`src/rtl/mem_arbiter.sv`:
```
// Byte-serial RAM port arbiter between instruction fetch and load/store.
// Multi-byte accesses run one byte per cycle; reads assemble little-endian words.
`timescale 1ns/1ps
module mem_arbiter #(
    parameter int ADDR_W = 32
) (
    input  logic              clk,
    input  logic              rst,
    input  logic              rdy,
    input  logic              if_req,
    input  logic [ADDR_W-1:0] if_addr,
    input  logic              if_cancel,
    output logic              if_done,
    output logic [31:0]       if_inst,
    input  logic              mem_req,
    input  logic              mem_we,
    input  logic [1:0]        mem_size,
    input  logic [ADDR_W-1:0] mem_addr,
    input  logic [31:0]       mem_wdata,
    output logic              mem_done,
    output logic [31:0]       mem_rdata,
    output logic [ADDR_W-1:0] ram_a,
    output logic              ram_wr,
    output logic [7:0]        ram_dout,
    input  logic [7:0]        ram_din,
    output logic              stall_if,
    output logic              stall_mem
);

    typedef enum logic [1:0] {StIdle, StIfRd, StMemRd, StMemWr} state_t;

    state_t            state;
    logic [2:0]        cnt;
    logic [2:0]        n;
    logic [2:0]        req_n;
    logic [ADDR_W-1:0] base;
    logic [31:0]       wdata_q;
    logic [31:0]       asm_q;
    logic [31:0]       asm_next;

    assign stall_if  = if_req & ~if_done;
    assign stall_mem = mem_req & ~mem_done;

    always_comb begin
        unique case (mem_size)
            2'b00:   req_n = 3'd1;
            2'b01:   req_n = 3'd2;
            default: req_n = 3'd4;
        endcase
    end

    // ram_din carries the byte addressed in the previous cycle, i.e. byte cnt-1.
    always_comb begin
        asm_next = asm_q;
        case (cnt)
            3'd1:    asm_next[7:0]   = ram_din;
            3'd2:    asm_next[15:8]  = ram_din;
            3'd3:    asm_next[23:16] = ram_din;
            3'd4:    asm_next[31:24] = ram_din;
            default: ;
        endcase
    end

    always_comb begin
        ram_a    = '0;
        ram_wr   = 1'b0;
        ram_dout = 8'h00;
        if (state != StIdle) begin
            ram_a = base + ADDR_W'(cnt);
        end
        if (state == StMemWr) begin
            ram_wr = rdy;
            case (cnt[1:0])
                2'd0:    ram_dout = wdata_q[7:0];
                2'd1:    ram_dout = wdata_q[15:8];
                2'd2:    ram_dout = wdata_q[23:16];
                default: ram_dout = wdata_q[31:24];
            endcase
        end
    end

    always_ff @(posedge clk or posedge rst) begin
        if (rst) begin
            state     <= StIdle;
            cnt       <= 3'd0;
            n         <= 3'd0;
            base      <= '0;
            wdata_q   <= 32'h0;
            asm_q     <= 32'h0;
            if_done   <= 1'b0;
            mem_done  <= 1'b0;
            if_inst   <= 32'h0;
            mem_rdata <= 32'h0;
        end else if (rdy) begin
            if_done  <= 1'b0;
            mem_done <= 1'b0;
            case (state)
                StIdle: begin
                    // No accept while a done pulse is still being presented.
                    if (!if_done && !mem_done) begin
                        if (mem_req) begin
                            state   <= mem_we ? StMemWr : StMemRd;
                            base    <= mem_addr;
                            n       <= req_n;
                            wdata_q <= mem_wdata;
                            cnt     <= 3'd0;
                            asm_q   <= 32'h0;
                        end else if (if_req && !if_cancel) begin
                            state <= StIfRd;
                            base  <= if_addr;
                            n     <= 3'd4;
                            cnt   <= 3'd0;
                            asm_q <= 32'h0;
                        end
                    end
                end
                StMemWr: begin
                    if (cnt == n - 3'd1) begin
                        state    <= StIdle;
                        cnt      <= 3'd0;
                        mem_done <= 1'b1;
                    end else begin
                        cnt <= cnt + 3'd1;
                    end
                end
                StMemRd, StIfRd: begin
                    if (state == StIfRd && if_cancel) begin
                        state <= StIdle;
                        cnt   <= 3'd0;
                    end else begin
                        if (cnt != 3'd0) begin
                            asm_q <= asm_next;
                        end
                        if (cnt == n) begin
                            state <= StIdle;
                            cnt   <= 3'd0;
                            if (state == StIfRd) begin
                                if_inst <= asm_next;
                                if_done <= 1'b1;
                            end else begin
                                mem_rdata <= asm_next;
                                mem_done  <= 1'b1;
                            end
                        end else begin
                            cnt <= cnt + 3'd1;
                        end
                    end
                end
                default: state <= StIdle;
            endcase
        end
    end

endmodule

```
`config.mk`:
```
export PLATFORM = sky130hd
export DESIGN_NAME = mem_arbiter
export DESIGN_NICKNAME = d
export VERILOG_FILES = /design/src/rtl/mem_arbiter.sv
export SDC_FILE = /design/constraint.sdc
export NUM_CORES = 1
export LEC_CHECK = 0
export BUFFER_PORTS_ARGS = -buffer_cell sky130_fd_sc_hd__buf_2
export CAP_MARGIN = 25
export CORE_UTILIZATION = 59
export CTS_BUF_LIST = sky130_fd_sc_hd__clkbuf_8
export CTS_CLUSTER_DIAMETER = 50
export DETAILED_ROUTE_END_ITERATION = 8
export PLACE_DENSITY = 0.95
export SLEW_MARGIN = 25
export SYNTH_ARGS = -nofsm -noshare
export SYNTH_HDL_FRONTEND = slang
export SYNTH_SLANG_ARGS = --single-unit
```
`constraint.sdc`:
```
create_clock -name clk -period 10.25 [get_ports clk]
set_input_delay 2.05 -clock clk [delete_from_list [all_inputs] [get_ports clk]]
set_output_delay 2.05 -clock clk [all_outputs]
set_load 0.03 [all_outputs]
```
# [Yosys cells after proc, flatten, opt, wreduce, memory -nomap -nowiden]
# Index checks and enable logic that the tools add are counted.
[word_totals] ff_bits=170 elab_cells=101
[classes] mux=43 n_reduce_logical=21 add_sub_neg=3 eq_ne=18 bitwise_logic=6
[ops] operator="two-way mux 32 bit" count=8
[ops] operator="one-hot mux 32 bit (2 select lines)" count=1
[ops] operator="two-way mux 8 bit" count=5
[ops] operator="adder 32 x 3 -> 32 bit" count=1
[ops] operator="two-way mux 3 bit" count=8
[ops] operator="one-hot mux 8 bit (3 select lines)" count=1
[ops] operator="AND reduction 5 bit" count=3
[ops] operator="two-way mux 2 bit" count=6
[ops] operator="two-way mux 1 bit" count=10
[ops] operator="one-hot mux 3 bit (3 select lines)" count=1
[ops] operator="AND reduction 4 bit" count=2
[ops] operator="== test 2 x 1 -> 1 bit, second input constant" count=3
[ops] operator="== test 2 bit, second input constant" count=3
[ops] operator="== test 3 x 2 -> 1 bit, second input constant" count=2
[ops] operator="== test 3 bit" count=2
[ops] operator="logical NOT 2 bit" count=3
[ops] operator="inequality test 2 bit, second input constant" count=3
[ops] operator="inequality test 3 bit, second input constant" count=2
[ops] operator="one-hot mux 2 bit (3 select lines)" count=1
[ops] operator="one-hot mux 3 bit (2 select lines)" count=1
[ops] operator="AND reduction 6 bit" count=1
[ops] operator="nonzero test 2 bit" count=3
[ops] operator="inverter 1 bit" count=4
[ops] operator="adder 3 x 1 -> 3 bit, second input constant" count=1
[ops] operator="other kinds (11)" count=16

# [Longest topological paths before layout]
# Gate-level depths: netlist (run 1).
[logic_depth] word_depth=6 mapped_depth=9 depth_no_buf=8

# [Worst setup path before layout (run 1)]
# OpenSTA, ideal clock, no wires.
[synth_timing] path_type="input port to output port" from="in mem_req" to="out stall_mem" arrival_time_ns=2.730 path_stages=3 path_slack_ns=5.470 required_time_ns=8.200 cell_sequence="buf_2 > inv_1 > nor2_1"
[synth_via] elab_chain_cells=1
[synth_rtl] element="from (decl)" line_no="15" source="input logic mem_req,"
[synth_rtl] element="bitwise AND 1 bit" line_no="42" source="assign stall_mem = mem_req & ~mem_done;"
[synth_rtl] element="to (decl)" line_no="27" source="output logic stall_mem"
# Every way passes these cells.

# [Worst setup path after layout (run 1)]
[layout_timing] from="reg cnt[0]" to="out ram_a[22]"
[layout_via] elab_chain_cells=2
[layout_rtl] element="from (decl)" line_no="33" source="logic [2:0] cnt;"
[layout_rtl] element="from (signal assigned)" line_no="123" source="cnt <= cnt + 3'd1;"
[layout_rtl] element="from (signal assigned)" line_no="145" source="cnt <= cnt + 3'd1;"
[layout_rtl] element="adder 32 x 3 -> 32 bit" line_no="69" source="ram_a = base + ADDR_W'(cnt);"
[layout_rtl] element="two-way mux 32 bit" line_no="68" source="if (state != StIdle) begin"
[layout_rtl] element="to (decl)" line_no="22" source="output logic [ADDR_W-1:0] ram_a,"
# Every way passes these cells.

==> flow_summary.json, run 1 <==
{
  "detail_route.first_pass.iterations": 5,
  "avgSynthCellArea_um2": 10.3,
  "io_buffer_count": 221,
  "antenna_found_initial": 2,
  "pwr_density_cell_nw_per_um2": 302,
  "rrSetupSlack_ps": 7220,
  "wl_per_cell_um": 17.1,
  "fin_cells": 1196,
  "ys_top_cells_by_count": "170 x dfrtp_1, 99 x nor2_1, 73 x a21oi_1, 70 x nand2_1, 64 x mux2i_1",
  "post-place-cells": 1164,
  "worstPathArrival_ps": 3230,
  "synth_most_common_cell": "dfrtp_1",
  "critical_path.endpoint_type": "output pin",
  "status": "finished clean",
  "min-delay-start": "asm_q[23]$_DFFE_PP0P_",
  "ant_nets": 0,
  "synth_top_area_share_pct": 50.5,
  "ys_ff_latch": 170,
  "drc_errors": 0,
  "finalNetCount": 1131,
  "clock.fmax_ghz": 0.189,
  "hold_violations": 0,
  "postCtsSetupBuffers": 0,
  "r2r_cells": 7,
  "synthesis.nets": 946,
  "cts.path.max_buffers": 2,
  "crit_type": "flip-flop to output pin",
  "vias_per_cell": 5.83,
  "detailedPlace.worstSlack_ps": 5110,
  "synthCells": 818,
  "syn_to_final_growth_pct": 18.9,
  "root_buffer": "clkbuf_8",
  "r2r-end": "asm_q[1]$_DFFE_PP0P_",
  "skew_ps": 10.3,
  "final_util_pct": 72.1,
  "grt_overflow_total": 0,
  "drt_iter0_markers": 529,
  "core_area_um2": 13900,
  "cts-buffers-inserted": 17,
  "die_w_um": 121,
  "max_slew.worst_pin.slew_ps": 1020,
  "period_minus_slack_ps": 5280,
  "p_int_mw": 1.69,
  "routed_wl_um": 20500,
  "setup_viol": 0,
  "cts_sinks": 170,
  "h-tree-depth": 4,
  "combPwrFrac_pct": 44.9,
  "dpl-instance-area_um2": 9550,
  "totalNegativeSetupSlack_ps": 0,
  "cts_tree": "done",
  "hold_buffers": 0,
  "switching_share_pct": 44.0,
  "p_switching_mw": 1.33,
  "vias": 6971,
  "yosys.area.top_type": "dfrtp_1",
  "grt_pass1_wl_um": 33200,
  "synth.area.top_cells": "dfrtp_1 51%, mux2i_1 7.6%, nor2_1 4.4%",
  "p_seq_share_pct": 37.1,
  "layout-drive-gt1-share_pct": 29.6,
  "post-dp-hpwl_um": 14300,
  "async_flop_share_pct": 100,
  "clk-insertion-delay-late_ps": 470,
  "finalPower_mw": 3.03,
  "synth_edf_count": 0,
  "slew_headroom_pct": 32.3,
  "die-area_um2": 14800,
  "cp.required_ps": 8200,
  "rsz0062_at_grt": "no",
  "cts_resized": 0,
  "ys_seq_area_share_pct": 50.5,
  "initial_core_util_pct": 60.7,
  "rows": 43,
  "timing.rr.start": "state[1]$_DFFE_PP0P_",
  "place_congestion": 0.867,
  "power.share.clock_pct": 18.0,
  "cts.clk_slew.worst_paths_ps": 80,
  "crit_fanout": 13,
  "startpoint_type": "flip-flop",
  "finalMaxSlewViolations": 0,
  "grt_max_degree": 106,
  "synth_ff_type": "dfrtp_1",
  "post-route-cell-area_um2": 10000,
  "post-route-period-util_pct": 51.5,
  "hp-class": "flip-flop to flip-flop",
  "die_y_um": 121,
  "synth_area_um2": 8420,
  "ir_worst_vdd_uv": 151,
  "whs_endpoint": "asm_q[23]$_DFFE_PP0P_",
  "track_usage_pct": 29.2,
  "yosys_warnings": 0,
  "layout_setup_ws_ps": 4970,
  "grt_pass1_vias": 6811,
  "power_leakage_nw": 4.83,
  "io_pins": 222,
  "hold_ws_ps": 495,
  "synth.distinct_cells": 53,
  "worstHoldPathCells": 1,
  "drv_cap": 0
}
layout make-up:
| cell class | instances | area (µm²) |
|---|---|---|
| Tap cell | 180 | 225 |
| Antenna cell | 1 | 2.50 |
| Multi-Input combinational cell | 570 | 3850 |
| Timing Repair Buffer | 227 | 1150 |
| Clock inverter | 12 | 196 |
| Sequential cell | 170 | 4250 |
| Inverter | 17 | 68.8 |
| Clock buffer | 19 | 262 |
| Fill cell | 1000 | 3870 |
metal layers:
| metal | vias to the layer above | track usage, % | wire length [µm] |
|---|---|---|---|
| li1 | 3238 | - | - |
| met1 | 3375 | 35.9 | 8210 |
| met2 | 316 | 49.7 | 10400 |
| met3 | 40 | 6.86 | 1350 |
| met4 | 2 | 11.2 | 484 |
| met5 | - | 0 | 13 |
worst max path at each step:
stage                                   from                   end  slack, ps  cells after the start
after global placement               mem_req             stall_mem       5170                      5
after detailed placement             mem_req             stall_mem       5110                      5
final                     cnt[0]$_DFFE_PP0P_             ram_a[22]       4970                      8
after CTS                 cnt[0]$_DFFE_PP0P_             ram_a[16]       4970                      8
after global routing      cnt[0]$_DFFE_PP0P_             ram_a[22]       4810                      8
after floorplan                          rst  asm_q[0]$_DFFE_PP0P_       3600                      1
cells by family after synthesis:
logic type	count (synthesis)	share of synthesized area [%]
xor+xnor	29	3.20
flops	170	50.5
buf+inv	78	3.91
mux	97	12.0
compound gates	182	13.7
simple gates	247	14.4
fa+ha+maj	15	2.32
cells in the final DEF (no fill, tap or decap), drive strengths merged, types with 2 or more instances in the layout:
cell type	netlist	final
buf	31	227
dfrtp	170	170
nor2	99	99
a21oi	73	73
nand2	70	70
mux2i	64	64
o21ai	55	55
mux2	33	33
a32o	24	24
xnor2	23	23
inv	17	21
clkbuf	30	19
ha	14	14
and2	13	13
nand3	10	10
nor3	10	10
a22o	9	9
nor2b	9	9
a222oi	8	8
nor4	8	8
xor2	5	5
and3	5	5
or3	5	5
bufinv	0	5
nor3b	5	5
a21o	3	3
nand2b	3	3
and4	3	3
o31ai	2	2
nand4	2	2
clkinv	0	2
critical path, stage by stage, from the launching register on:
cell	delay, ps
dfrtp_1	520
ha_1	220
inv_1	60
fa_1	390
nor2b_1	290
o2111ai_2	390
or3_1	500
a21oi_1	180
buf_2	220
power groups by stage:
stage	sequential, mW	combinational, mW	clock (mW)
floorplan	1.34	0.764	0
global placement	1.12	1.31	0
detailed placement	1.13	1.35	0
CTS	1.12	1.36	0.549
global route	1.16	1.48	0.579
finish	1.12	1.36	0.543
state kept, by name, indices dropped and copies added (netlist names):
signal / cells
wdata_q: 32
state: 2
mem_done: 1
mem_rdata: 32
cnt: 3
if_inst: 32
base: 32
if_done: 1
n: 3
asm_q: 32
Note: power is estimated with default switching activity, not from simulation.
==> run 2, diff against run 1 <==
--- a/config.mk
+++ b/config.mk
@@ -7,11 +7,11 @@
 export LEC_CHECK = 0
 export BUFFER_PORTS_ARGS = -buffer_cell sky130_fd_sc_hd__buf_2
 export CAP_MARGIN = 25
-export CORE_UTILIZATION = 59
+export CORE_UTILIZATION = 50
 export CTS_BUF_LIST = sky130_fd_sc_hd__clkbuf_8
 export CTS_CLUSTER_DIAMETER = 50
 export DETAILED_ROUTE_END_ITERATION = 8
-export PLACE_DENSITY = 0.95
+export PLACE_DENSITY = 0.86
 export SLEW_MARGIN = 25
 export SYNTH_ARGS = -nofsm -noshare
 export SYNTH_HDL_FRONTEND = slang
==> constraint.sdc (replaced) <==
create_clock -name clk -period 4.3 [get_ports clk]
set_input_delay 0.86 -clock clk [delete_from_list [all_inputs] [get_ports clk]]
set_output_delay 0.86 -clock clk [all_outputs]
set_load 0.03 [all_outputs]
==> flow_summary.json, run 2 (synthesis gave the netlist of run 1 again) <==
{
  "drc_errors": 0,
  "startpoint_type": "flip-flop",
  "setup_viol": 0,
  "cts_sinks": 170,
  "power.share.clock_pct": 14.8,
  "grt_pass1_vias": 6410,
  "cts_resized": 0,
  "skew_ps": 10.7,
  "syn_to_final_growth_pct": 18.5,
  "grt_max_degree": 171,
  "max_slew.worst_pin.slew_ps": 958,
  "final_common_cell": "buf_2",
  "power_leakage_nw": 4.78,
  "layout-drive-gt1-share_pct": 29.9,
  "r2r-end": "asm_q[1]$_DFFE_PP0P_",
  "clock.fmax_ghz": 0.253,
  "min-delay-start": "base[0]$_DFFE_PP0P_",
  "finalNetCount": 1132,
  "switching_share_pct": 46.0,
  "post-dp-hpwl_um": 14200,
  "crit_type": "flip-flop to output pin",
  "status": "finished clean",
  "p_switching_mw": 3.19,
  "worstHoldPathCells": 2,
  "core_area_um2": 16500,
  "ant_nets": 0,
  "h-tree-depth": 4,
  "hold_buffers": 0,
  "grt_pass1_wl_um": 32400,
  "fin_cells": 1238,
  "hp-class": "flip-flop to flip-flop",
  "cts_tree": "done",
  "track_usage_pct": 23.5,
  "die-area_um2": 17400,
  "timing.rr.start": "state[0]$_DFFE_PP0P_",
  "combPwrFrac_pct": 46.7,
  "post-place-cells": 1205,
  "antenna_found_initial": 2,
  "hold_violations": 0,
  "whs_endpoint": "base[0]$_DFFE_PP0P_",
  "pwr_density_cell_nw_per_um2": 694,
  "r2r_cells": 8,
  "crit_fanout": 13,
  "cts-buffers-inserted": 17,
  "die_w_um": 132,
  "cts.path.max_buffers": 2,
  "grt_overflow_total": 0,
  "routed_wl_um": 20000,
  "drv_cap": 0,
  "vias": 6713,
  "wl_per_cell_um": 16.2,
  "cts.clk_slew.worst_paths_ps": 100,
  "slew_headroom_pct": 36.0,
  "p_seq_share_pct": 38.5,
  "postCtsSetupBuffers": 0,
  "p_int_mw": 3.73,
  "post-route-period-util_pct": 91.8,
  "totalNegativeSetupSlack_ps": 0,
  "hold_ws_ps": 496,
  "initial_core_util_pct": 51.0,
  "place_congestion": 0.837,
  "rrSetupSlack_ps": 1630,
  "finalMaxSlewViolations": 0,
  "rsz0062_at_grt": "no",
  "mostFrequentLayoutCells": "221 x buf_2, 170 x dfrtp_1, 99 x nor2_1, 73 x a21oi_1, 70 x nand2_1",
  "ir_worst_vdd_uv": 389,
  "clk-insertion-delay-late_ps": 440,
  "die_y_um": 132,
  "io_buffer_count": 221,
  "rows": 47,
  "root_buffer": "clkbuf_8",
  "cp.required_ps": 3440,
  "vias_per_cell": 5.42,
  "period_minus_slack_ps": 3950,
  "io_pins": 222,
  "critical_path.endpoint_type": "output pin",
  "detail_route.first_pass.iterations": 8,
  "worstPathArrival_ps": 3090,
  "drt_iter0_markers": 417
}
## run 2: how the worst max path moves through the flow
stage / from / endpoint / slack, ps
final: cnt[0]$_DFFE_PP0P_ / ram_a[22] / 350
after detailed placement: cnt[0]$_DFFE_PP0P_ / ram_a[22] / 790
after CTS: cnt[0]$_DFFE_PP0P_ / ram_a[22] / 280
after global placement: cnt[0]$_DFFE_PP0P_ / ram_a[18] / 900
after global routing: cnt[0]$_DFFE_PP0P_ / ram_a[30] / 80
after floorplan: cnt[0]$_DFFE_PP0P_ / ram_a[30] / 1080
## run 2: area by class of cell
class                   instances  area, µm²
fillers                      1421       6550
flip-flops and latches        170       4250
multi-input cells             570       3850
repair buffers                228       1170
well taps                     220        275
clock buffers                  17        234
clock inverters                15        118
inverters                      17       67.6
diodes                          1       2.50
## run 2: power by group through the flow
stage | sequential (mW) | combinational, mW | clock (mW)
after floorplan | 3.19 | 1.82 | 0
after global placement | 2.66 | 3.14 | 0
after detailed placement | 2.70 | 3.23 | 0
after CTS | 2.67 | 3.24 | 1.05
after global routing | 2.75 | 3.51 | 1.12
final | 2.67 | 3.23 | 1.03
## run 2: critical path, stage by stage, from the launching register on
cell and delay [ps]:
dfrtp_1 490, ha_1 210, inv_1 50, fa_1 370, nor2b_1 270, o2111ai_2 410, or3_1 490, a21oi_1 150
buf_2 210
## run 2: per-stage QoR
step | area [µm²] | setup slack (ps) | utilization [%] | total power, mW
finish | 9970 | 351 | 60.4 | 6.92
global route | 9970 | 84.4 | 60.4 | 7.38
CTS | 9970 | 277 | 60.3 | 6.96
detailed placement | 9610 | 790 | 58.2 | 5.93
global placement | 9610 | 903 | 58.2 | 5.80
floorplan | 8420 | 1080 | - | 5.01
## run 2: layer usage
layer  up-vias  track usage (%)  wire [µm]
met5         -                0         13
met4         2             5.68        282
met3        20             5.15       1010
met2       228             41.7      10300
met1      3210             29.1       8380
li1       3253                -          -
==> run 3, diff against run 2 <==
--- a/config.mk
+++ b/config.mk
@@ -12,6 +12,7 @@
 export CTS_CLUSTER_DIAMETER = 50
 export DETAILED_ROUTE_END_ITERATION = 8
 export PLACE_DENSITY = 0.86
+export RECOVER_POWER = 50
 export SLEW_MARGIN = 25
 export SYNTH_ARGS = -nofsm -noshare
 export SYNTH_HDL_FRONTEND = slang
==> flow_summary.json, run 3 (synthesis gave the netlist of run 1 again) <==
{
  "status": "complete, but fails checks",
  "violations": "max-capacitance violations, max-slew violations",
  "cts-buffers-inserted": 17,
  "startpoint_type": "flip-flop",
  "post-dp-hpwl_um": 14200,
  "r2r_cells": 8,
  "ant_nets": 0,
  "die_y_um": 132,
  "core_area_um2": 16500,
  "drv_cap": 1,
  "root_buffer": "clkbuf_8",
  "worstHoldPathCells": 1,
  "hold_buffers": 0,
  "finalMaxSlewViolations": 171,
  "power_leakage_nw": 4.60,
  "cp.required_ps": 3440,
  "cts_tree": "done",
  "cts_resized": 0,
  "vias_per_cell": 5.41,
  "detail_route.first_pass.iterations": 5,
  "postCtsSetupBuffers": 0,
  "timing.rr.start": "state[0]$_DFFE_PP0P_",
  "cts.path.max_buffers": 2,
  "place_congestion": 0.837,
  "max_slew.worst_pin.slew_ps": 2270,
  "r2r-end": "asm_q[1]$_DFFE_PP0P_",
  "critical_path.endpoint_type": "output pin",
  "die-area_um2": 17400,
  "period_minus_slack_ps": 3950,
  "syn_to_final_growth_pct": 17.5,
  "cts.clk_slew.worst_paths_ps": 90,
  "rrSetupSlack_ps": 1650,
  "clk-insertion-delay-late_ps": 440,
  "drc_errors": 0,
  "crit_type": "flip-flop to output pin",
  "crit_fanout": 13,
  "clock.fmax_ghz": 0.253,
  "hold_violations": 0,
  "io_pins": 222,
  "pwr_density_cell_nw_per_um2": 693,
  "whs_endpoint": "wdata_q[27]$_DFFE_PP0P_",
  "ir_worst_vdd_uv": 388,
  "slowest_stage": "dfrtp_1",
  "final_common_cell": "dfrtp_1",
  "drt_iter0_markers": 398,
  "die_w_um": 132,
  "skew_ps": 9.87,
  "wl_per_cell_um": 16.2,
  "layout-drive-gt1-share_pct": 24.6,
  "track_usage_pct": 23.5,
  "finalNetCount": 1132,
  "rsz0062_at_grt": "no",
  "routed_wl_um": 20000,
  "worstPathArrival_ps": 3090,
  "vias": 6697,
  "setup_viol": 0,
  "grt_overflow_total": 0,
  "initial_core_util_pct": 51.0,
  "io_buffer_count": 221,
  "grt_pass1_vias": 6410,
  "cp_top_family": "simple AND/OR/NAND/NOR gates",
  "max_stage_delay_ps": 490,
  "cp.buffers_inverters": 2,
  "hp-class": "flip-flop to flip-flop",
  "post-route-period-util_pct": 91.9,
  "min-delay-start": "wdata_q[27]$_DFFE_PP0P_",
  "slew_headroom_pct": -51.5,
  "totalNegativeSetupSlack_ps": 0,
  "antenna_found_initial": 2,
  "cp_cell_sequence": "ha_1 > inv_1 > fa_1 > nor2b_1 > o2111ai_2 > or3_1 > a21oi_1 > buf_2",
  "cts_sinks": 170,
  "grt_pass1_wl_um": 32400,
  "grt_max_degree": 171,
  "detailedPlace.worstSlack_ps": 790,
  "mostFrequentLayoutCells": "170 x dfrtp_1, 167 x buf_2, 99 x nor2_1, 73 x a21oi_1, 70 x nand2_1",
  "h-tree-depth": 4,
  "layout_setup_ws_ps": 350,
  "rows": 47
}
## run 3: cell types whose count changed in the layout (fill, tap and decap cells not counted), sizes merged
cell,delta
buf,-55
clkbuf,+55
## run 3: final cells by class
cell class / instances / area [µm²]
antenna: 1 / 2.50
clock buffer: 17 / 234
clock inverter: 15 / 118
fill: 1442 / 6630
inverter: 17 / 67.6
multi-input combinational: 570 / 3850
sequential: 170 / 4250
tap: 220 / 275
timing repair buffer: 228 / 1090
## run 3: worst max path at each step
stage / from / to / slack (ps) / cells past startpoint
floorplan: cnt[0]$_DFFE_PP0P_ / ram_a[30] / 1080 / 9
global placement: cnt[0]$_DFFE_PP0P_ / ram_a[18] / 900 / 8
detailed placement: cnt[0]$_DFFE_PP0P_ / ram_a[22] / 790 / 8
CTS: cnt[0]$_DFFE_PP0P_ / ram_a[22] / 280 / 8
global route: cnt[0]$_DFFE_PP0P_ / ram_a[30] / 80 / 9
finish: cnt[0]$_DFFE_PP0P_ / ram_a[22] / 350 / 8
## run 3: power breakdown
part	total [mW]	internal, mW	switching, mW
Clock	1.02	0.410	0.613
Combinational	3.16	1.03	2.13
Sequential	2.68	2.22	0.455
Total	6.86	3.66	3.19
## run 3: per-stage QoR
stage | hold WS, ps | cells | cell area (µm²) | power (mW) | util (%)
floorplan | 454 | 818 | 8420 | 5.01 | -
global placement | 469 | 1205 | 9610 | 5.80 | 58.2
detailed placement | 477 | 1205 | 9610 | 5.93 | 58.2
CTS | 498 | 1237 | 9970 | 6.96 | 60.3
global route | 510 | 1238 | 9890 | 7.32 | 59.9
finish | 495 | 1238 | 9890 | 6.86 | 59.9
## run 3: metal layers
metal	share of wire (%)	vias up	GRT usage, %
met2	51	217	41.7
li1	-	3257	-
met3	4.8	21	5.15
met1	42	3200	29.1
met4	1.4	2	5.68
met5	0.065	-	0
